## config.mk

```make
export PLATFORM = sky130hd
export DESIGN_NAME = sha256_multiblock
export DESIGN_NICKNAME = d
export VERILOG_FILES = /design/src/rtl/sha256_multiblock.sv
export SDC_FILE = /design/constraint.sdc
export NUM_CORES = 2
export LEC_CHECK = 0
export CORE_UTILIZATION = 55
export CTS_CLUSTER_DIAMETER = 30
export DETAILED_ROUTE_END_ITERATION = 8
export DONT_BUFFER_PORTS = 1
export PLACE_DENSITY_LB_ADDON = 0.1
export SETUP_SLACK_MARGIN = 0.1
export SYNTH_ARGS = -nofsm -noshare
export SYNTH_HDL_FRONTEND = slang
export SYNTH_SLANG_ARGS = --single-unit
```

## constraint.sdc

```tcl
create_clock -name clk -period 9.79 [get_ports clk]
set_input_delay 0 -clock clk [delete_from_list [all_inputs] [get_ports clk]]
set_output_delay 0 -clock clk [all_outputs]
set_load 0.05 [all_outputs]
```

## src/rtl/sha256_multiblock.sv

```systemverilog
// Multi-block SHA-256 engine: reads a word-addressed message from memory, pads it on the fly,
// and writes the 8-word digest back. Define SHA256_DIGEST_PORT_EN to add a direct digest port.
module sha256_multiblock #(
  parameter int MAX_WORDS = 64,
  parameter int ADDR_W    = 16
) (
  input  logic              clk,
  input  logic              reset_n,
  input  logic              start,
  input  logic [ADDR_W-1:0] message_addr,
  input  logic [ADDR_W-1:0] output_addr,
  input  logic [15:0]       num_words,
  output logic              done,
  output logic              mem_clk,
  output logic              mem_we,
  output logic [ADDR_W-1:0] mem_addr,
  output logic [31:0]       mem_write_data,
  input  logic [31:0]       mem_read_data
`ifdef SHA256_DIGEST_PORT_EN
  ,
  output logic [255:0]      digest,
  output logic              digest_valid
`endif
);

  localparam int PW = $clog2(MAX_WORDS + 20);

  localparam logic [2:0] ST_IDLE   = 3'd0;
  localparam logic [2:0] ST_LOAD   = 3'd1;
  localparam logic [2:0] ST_ROUND  = 3'd2;
  localparam logic [2:0] ST_UPDATE = 3'd3;
  localparam logic [2:0] ST_WRITE  = 3'd4;

  localparam logic [31:0] IV [8] = '{
    32'h6a09e667, 32'hbb67ae85, 32'h3c6ef372, 32'ha54ff53a,
    32'h510e527f, 32'h9b05688c, 32'h1f83d9ab, 32'h5be0cd19};

  localparam logic [31:0] K_TAB [64] = '{
    32'h428a2f98, 32'h71374491, 32'hb5c0fbcf, 32'he9b5dba5, 32'h3956c25b, 32'h59f111f1, 32'h923f82a4, 32'hab1c5ed5,
    32'hd807aa98, 32'h12835b01, 32'h243185be, 32'h550c7dc3, 32'h72be5d74, 32'h80deb1fe, 32'h9bdc06a7, 32'hc19bf174,
    32'he49b69c1, 32'hefbe4786, 32'h0fc19dc6, 32'h240ca1cc, 32'h2de92c6f, 32'h4a7484aa, 32'h5cb0a9dc, 32'h76f988da,
    32'h983e5152, 32'ha831c66d, 32'hb00327c8, 32'hbf597fc7, 32'hc6e00bf3, 32'hd5a79147, 32'h06ca6351, 32'h14292967,
    32'h27b70a85, 32'h2e1b2138, 32'h4d2c6dfc, 32'h53380d13, 32'h650a7354, 32'h766a0abb, 32'h81c2c92e, 32'h92722c85,
    32'ha2bfe8a1, 32'ha81a664b, 32'hc24b8b70, 32'hc76c51a3, 32'hd192e819, 32'hd6990624, 32'hf40e3585, 32'h106aa070,
    32'h19a4c116, 32'h1e376c08, 32'h2748774c, 32'h34b0bcb5, 32'h391c0cb3, 32'h4ed8aa4a, 32'h5b9cca4f, 32'h682e6ff3,
    32'h748f82ee, 32'h78a5636f, 32'h84c87814, 32'h8cc70208, 32'h90befffa, 32'ha4506ceb, 32'hbef9a3f7, 32'hc67178f2};

  function automatic logic [31:0] rotr(input logic [31:0] x, input int r);
    return (x >> r) | (x << (32 - r));
  endfunction

  function automatic logic [31:0] ssig0(input logic [31:0] x);
    return rotr(x, 7) ^ rotr(x, 18) ^ (x >> 3);
  endfunction

  function automatic logic [31:0] ssig1(input logic [31:0] x);
    return rotr(x, 17) ^ rotr(x, 19) ^ (x >> 10);
  endfunction

  function automatic logic [31:0] bsig0(input logic [31:0] x);
    return rotr(x, 2) ^ rotr(x, 13) ^ rotr(x, 22);
  endfunction

  function automatic logic [31:0] bsig1(input logic [31:0] x);
    return rotr(x, 6) ^ rotr(x, 11) ^ rotr(x, 25);
  endfunction

  // Word p of the padded message; tot is the padded length (16 * block count).
  function automatic logic [31:0] pad_word(input logic [PW-1:0] p, input logic [PW-1:0] n,
                                           input logic [PW-1:0] tot, input logic [31:0] rd);
    logic [31:0] n32;
    n32 = 32'(n);
    if (p < n)                      return rd;
    else if (p == n)                return 32'h80000000;
    else if (p == tot - PW'(2))     return n32 >> 27;
    else if (p == tot - PW'(1))     return n32 << 5;
    else                            return 32'h00000000;
  endfunction

  logic [2:0]        state_r;
  logic [6:0]        cnt_r;
  logic [PW-1:0]     n_r, tot_r, base_p_r;
  logic [ADDR_W-1:0] msg_base_r, out_base_r;
  logic [31:0]       h_r [8];
  logic [31:0]       v_r [8];
  logic [31:0]       w_r [16];
  logic              done_r, mem_we_r;
  logic [ADDR_W-1:0] mem_addr_r;
  logic [31:0]       mem_write_data_r;

  logic [PW-1:0]     n_s, tot_s, p_cap_s, p_nxt_s, blk_next_s;
  logic [31:0]       load_word_s, w_new_s, t1_s, t2_s;
  logic [31:0]       h_sum_s [8];

  // Padding/length arithmetic, message schedule extension and one compression round.
  always_comb begin
    if (num_words > 16'(MAX_WORDS)) begin
      n_s = PW'(MAX_WORDS);
    end else begin
      n_s = PW'(num_words);
    end
    tot_s       = (n_s + PW'(18)) & ~PW'(15);
    p_cap_s     = base_p_r + PW'(cnt_r) - PW'(1);
    p_nxt_s     = base_p_r + PW'(cnt_r) + PW'(1);
    blk_next_s  = base_p_r + PW'(16);
    load_word_s = pad_word(p_cap_s, n_r, tot_r, mem_read_data);
    w_new_s     = ssig1(w_r[14]) + w_r[9] + ssig0(w_r[1]) + w_r[0];
    t1_s = v_r[7] + bsig1(v_r[4]) + ((v_r[4] & v_r[5]) ^ (~v_r[4] & v_r[6]))
         + K_TAB[cnt_r[5:0]] + w_r[0];
    t2_s = bsig0(v_r[0]) + ((v_r[0] & v_r[1]) ^ (v_r[0] & v_r[2]) ^ (v_r[1] & v_r[2]));
    for (int i = 0; i < 8; i++) begin
      h_sum_s[i] = h_r[i] + v_r[i];
    end
  end

`ifdef SHA256_DIGEST_PORT_EN
  logic digest_valid_r;
`endif

  // Main FSM with datapath registers and registered memory-side outputs.
  always_ff @(posedge clk or negedge reset_n) begin
    if (!reset_n) begin
      state_r          <= ST_IDLE;
      cnt_r            <= 7'd0;
      n_r              <= '0;
      tot_r            <= '0;
      base_p_r         <= '0;
      msg_base_r       <= '0;
      out_base_r       <= '0;
      done_r           <= 1'b1;
      mem_we_r         <= 1'b0;
      mem_addr_r       <= '0;
      mem_write_data_r <= 32'd0;
      for (int i = 0; i < 8; i++) begin
        h_r[i] <= 32'd0;
        v_r[i] <= 32'd0;
      end
      for (int i = 0; i < 16; i++) begin
        w_r[i] <= 32'd0;
      end
`ifdef SHA256_DIGEST_PORT_EN
      digest_valid_r   <= 1'b0;
`endif
    end else begin
`ifdef SHA256_DIGEST_PORT_EN
      digest_valid_r <= 1'b0;
`endif
      case (state_r)
        ST_IDLE: begin
          if (start) begin
            state_r    <= ST_LOAD;
            cnt_r      <= 7'd0;
            done_r     <= 1'b0;
            n_r        <= n_s;
            tot_r      <= tot_s;
            base_p_r   <= '0;
            msg_base_r <= message_addr;
            out_base_r <= output_addr;
            for (int i = 0; i < 8; i++) begin
              h_r[i] <= IV[i];
              v_r[i] <= IV[i];
            end
            if (n_s != '0) begin
              mem_addr_r <= message_addr;
            end
          end
        end
        ST_LOAD: begin
          // Slot 0 only issues an address; slots 1..16 each capture one padded word.
          if (cnt_r != 7'd0) begin
            for (int i = 0; i < 15; i++) begin
              w_r[i] <= w_r[i+1];
            end
            w_r[15] <= load_word_s;
          end
          if (cnt_r < 7'd15 && p_nxt_s < n_r) begin
            mem_addr_r <= msg_base_r + ADDR_W'(p_nxt_s);
          end
          if (cnt_r == 7'd16) begin
            state_r <= ST_ROUND;
            cnt_r   <= 7'd0;
          end else begin
            cnt_r <= cnt_r + 7'd1;
          end
        end
        ST_ROUND: begin
          v_r[0] <= t1_s + t2_s;
          v_r[1] <= v_r[0];
          v_r[2] <= v_r[1];
          v_r[3] <= v_r[2];
          v_r[4] <= v_r[3] + t1_s;
          v_r[5] <= v_r[4];
          v_r[6] <= v_r[5];
          v_r[7] <= v_r[6];
          for (int i = 0; i < 15; i++) begin
            w_r[i] <= w_r[i+1];
          end
          w_r[15] <= w_new_s;
          if (cnt_r == 7'd63) begin
            state_r <= ST_UPDATE;
            cnt_r   <= 7'd0;
          end else begin
            cnt_r <= cnt_r + 7'd1;
          end
        end
        ST_UPDATE: begin
          for (int i = 0; i < 8; i++) begin
            h_r[i] <= h_sum_s[i];
            v_r[i] <= h_sum_s[i];
          end
          base_p_r <= blk_next_s;
          cnt_r    <= 7'd0;
          if (blk_next_s < tot_r) begin
            state_r <= ST_LOAD;
            if (blk_next_s < n_r) begin
              mem_addr_r <= msg_base_r + ADDR_W'(blk_next_s);
            end
          end else begin
            state_r          <= ST_WRITE;
            mem_we_r         <= 1'b1;
            mem_addr_r       <= out_base_r;
            mem_write_data_r <= h_sum_s[0];
`ifdef SHA256_DIGEST_PORT_EN
            digest_valid_r   <= 1'b1;
`endif
          end
        end
        ST_WRITE: begin
          if (cnt_r == 7'd7) begin
            state_r  <= ST_IDLE;
            done_r   <= 1'b1;
            mem_we_r <= 1'b0;
          end else begin
            mem_addr_r       <= out_base_r + ADDR_W'(cnt_r) + ADDR_W'(1);
            mem_write_data_r <= h_r[cnt_r[2:0] + 3'd1];
            cnt_r            <= cnt_r + 7'd1;
          end
        end
        default: begin
          state_r  <= ST_IDLE;
          done_r   <= 1'b1;
          mem_we_r <= 1'b0;
        end
      endcase
    end
  end

  assign done           = done_r;
  assign mem_clk        = clk;
  assign mem_we         = mem_we_r;
  assign mem_addr       = mem_addr_r;
  assign mem_write_data = mem_write_data_r;

`ifdef SHA256_DIGEST_PORT_EN
  assign digest       = {h_r[0], h_r[1], h_r[2], h_r[3], h_r[4], h_r[5], h_r[6], h_r[7]};
  assign digest_valid = digest_valid_r;
`endif

endmodule
```

==> results.txt <==
* Run status: finished, violations left
* Violations in the final reports: max-capacitance violations, max-slew violations
- F_max: between 0.1 and 0.15 GHz
- The root buffer cell chosen for the clock tree is clkbuf_16.
- Post-synth EDFFs: 0
* Post-route fraction of the period consumed by the critical path: between 90% and 100%
- NumNets Final: between 9000 and 10000
* Uppermost layer routed: met5
- Clock latency on the worst-skew pair, taken at its later pin, is 0.92 ns.
- Worst setup skew after layout: roughly 0.11 ns
- Number of buffers inserted during clock tree synthesis: 302
- Critical Path AT: 9.90 ns
* Sequential-to-total area share from yosys stat: around 37%
- Top cells by instance count after synthesis: nand2_1, dfrtp_1, nor2_1
* Number of nets with antenna violations after detailed routing: 0
- Dividing the synthesized area by the synthesized cell count gives approximately 8.7 um^2.
- dfrtp_1 takes more of the synthesized area than any other cell.
- After legalization and detailed placement, the total HPWL measured between 150000 and 200000 um.
- After clock tree synthesis, the clock-pin slew on the worst setup and hold paths is approximately 0.040 ns.
- Area of the multi-input gates: around 0.044 mm^2
- Headroom to the max-slew limit came out at -2.60%.
- The synthesized netlist devotes roughly 17% of its cell area to simple gates.
- Worst-path cell with the longest stage delay: or4b_2
* Distinct cells, synth: 98
- Transition time of the tightest slew-check pin: between 1.5 and 2 ns
* Final min period: ~9.1 ns
- Area of the core region: approximately 0.14 mm^2
- Measured against the total synthesized area, the mux share comes to between 3 and 4%.
* Number of cell rows: between 100 and 150
- Synthesis-stage register bit count: ~1100
* Met3 wire length: 26600 um
* Number of levels the H-tree was split into: 5
- The routed layout has roughly 67000 vias.
- The number of cells on the worst reg-to-reg path is 33.
- Maximum fanout count along the critical path: 16
- The floorplan step defined a die boundary enclosing around 0.14 mm^2.
- CTS saw roughly 1100 sinks.
- Entering global routing, the biggest net connects between 200 and 300 pins.
- Number of buffers on the longest clock path: 4
- Setup repair after global routing missed its margin: no
- The number of nets in the synthesized netlist is roughly 9400.
- In this run the horizontal extent of the chip is roughly 370 um.
* Number of detailed-routing iterations run before antenna repair: 9
- In this run the count of I/O pins placed on the die edge is about 130.
* Hold violation count in the final report: 0
* Cell with the most instances after synthesis: nand2_1
- TritonCTS built the clock tree.
- Summed over its instances, the top area cell type makes up ~37% of the synthesized netlist area.
* Most repeated library cell on the critical path: a21o_1
- WP data required: ~11 ns
- The worst hold path passes through 0 cells.
* Largest stage delay, worst path: slightly above 0.6 ns
* Worst Setup Start Kind: flip-flop
- Combined area of all synthesized cells: between 0.07 and 0.08 mm^2
* Maxcap violations: 1
* Synth Area in Compound Gates: approximately 18%
- Initial DRC count: around 7300
- Kind of capture point of the worst setup path: flip-flop
- Global-route wire length before repair: between 400000 and 500000 um
* Summed negative setup slack over all endpoints: 0 ns
- Summing all flip-flop and latch instances after layout gives between 0.02 and 0.03 mm^2.
- GR Overflow Total: 0
* Count of yosys warnings during synthesis: 0
- Cells with a size suffix above 1 make up around 8.6% of the layout.
* Critical path class: flip-flop to flip-flop
- Routed length on met2: approximately 120000 um
- Cells fill between 60% and 70% of the core in the end.
- Synth Flop Type: dfrtp_1
- Final GP Congestion: roughly 1
- The number of slew-limit violations in the final report came to 2.
* IO buf count: 0
- Class of the tightest hold or removal check: clock port to output pin
- Final-layout fill cell count: roughly 11000
- Largest cells by area after synthesis: dfrtp_1, nand2_1, ha_1
- Via count of the first global-routing pass: 65400
- Synth-to-Final Area Change: 17.9%
* Fraction of synthesis flops using an asynchronous set or reset pin: between 90% and 100%
* Xor-xnor portion of the synthesized cell area: 7.18%
* Post-CTS setup buffer count: 0
- After detailed routing, the number of remaining DRC violations is 0.
- Met1 layer wirelength in the final routing: about 120000 um
- For flop-to-flop paths, the worst setup slack is 0.67 ns.
- Of the total synthesized cell area, the portion taken by full adders, half adders and majority gates is 12.5%.
- Using the TritonRoute via totals, the vias-per-cell ratio works out to slightly above 6.
* Wire length per cell: about 25 um
- By area, the combinational part of the netlist is dominated by compound AO/OA/AOI/OAI gates.
- Global routing used just under 40% of the available tracks across all layers.
- Once the floorplan was initialized, standard cells occupied a little under three fifths of the core.
- Drt total wl: about 270000 um
* Cell count after synthesis: slightly below 9000
- The number of antenna violations at the first check in global routing came to 7.
* Count of final setup violators: 0
- The die is 373 um tall.
area by class of cell:
class	count	area share [%]
Clock buffer	379	9.33
Antenna cell	3	0.00843
Clock inverter	135	2.09
Tap cell	1781	2.50
Timing Repair Buffer	275	3.08
Inverter	510	2.15
Multi-Input combinational cell	6603	49.1
Sequential cell	1129	31.7
routing by layer:
layer | GRT usage, % | up-vias
li1 | - | 29900
met1 | 54.8 | 32900
met2 | 57.4 | 3260
met3 | 8.35 | 669
met4 | 17.6 | 2
met5 | 0 | -
critical path: cells and delay by family, from the launching register on:
kind	cells	cell delay, ns
AO/OA/AOI/OAI	15	3.66
adder cells (fa/ha/maj)	5	2.15
AND/OR/NAND/NOR	6	1.55
buffers and inverters	5	0.67
flip-flops	1	0.52
XOR/XNOR	2	0.50
worst paths after layout:
kind | end | from
hold / removal | mem_clk | clk
hold reg to reg | w_r[432]$_DFFE_PN0P_ | w_r[400]$_DFFE_PN0P_
max in group asynchronous | w_r[216]$_DFFE_PN0P_ | reset_n
setup reg to reg | v_r[255]$_DFFE_PN0P_ | cnt_r[0]$_DFFE_PN0P_
setup / recovery | v_r[255]$_DFFE_PN0P_ | cnt_r[0]$_DFFE_PN0P_
min in group asynchronous | mem_write_data[4]$_DFFE_PN0P_ | reset_n
cells by family after synthesis:
family | after synthesis
DFF | 1129
and+or+nand+nor | 3098
AOI/OAI and AO/OA | 2080
muxes | 167
xor gates and xnor gates | 618
buffers and inverters | 992
adders and majority gates | 640
timing repair:
action                                  in CTS  in global routing
endpoints found under the setup margin       0                  2
hold endpoints to repair                   530                  0
hold buffers                               175                  0
gates resized for setup                      0                  4
per-stage QoR:
step	setup WS [ns]	hold WS (ns)	std cells	cell area [um^2]
floorplan	1.31	-0.296	8724	75600
global placement	0.714	-0.295	10100	77100
detailed placement	0.652	-0.295	10100	77100
CTS	0.618	0.000579	10800	89000
global route	0.213	0.000649	10800	89100
finish	0.669	0.000840	10800	89100
placed cells by master, fill, tap and decap left out, types with 57 or more instances in the layout:
cell / instances
a21o_1: 244
a21oi_1: 543
a22oi_1: 82
a31oi_1: 57
buf_4: 87
clkbuf_16: 306
dfrtp_1: 1123
dlygate4sd3_1: 173
fa_1: 197
ha_1: 439
inv_1: 505
mux2i_1: 59
mux4_2: 71
nand2_1: 1971
nand2b_1: 58
nand3_1: 109
nor2_1: 603
nor3_1: 89
o21a_1: 71
o21ai_0: 535
xnor2_1: 378
xor2_1: 239
sequential cells by signal (all words and copies together), names as in the netlist:
signal	cells
n_r	7
tot_r	3
mem_addr	16
w_r	512
msg_base_r	16
mem_we	1
done	1
state_r	3
cnt_r	7
base_p_r	3
out_base_r	16
h_r	256
mem_write_data	32
v_r	256
Power is left out: the tool's default activity adds up to more than one toggle a clock period on the data nets, which glitch-free logic cannot reach.
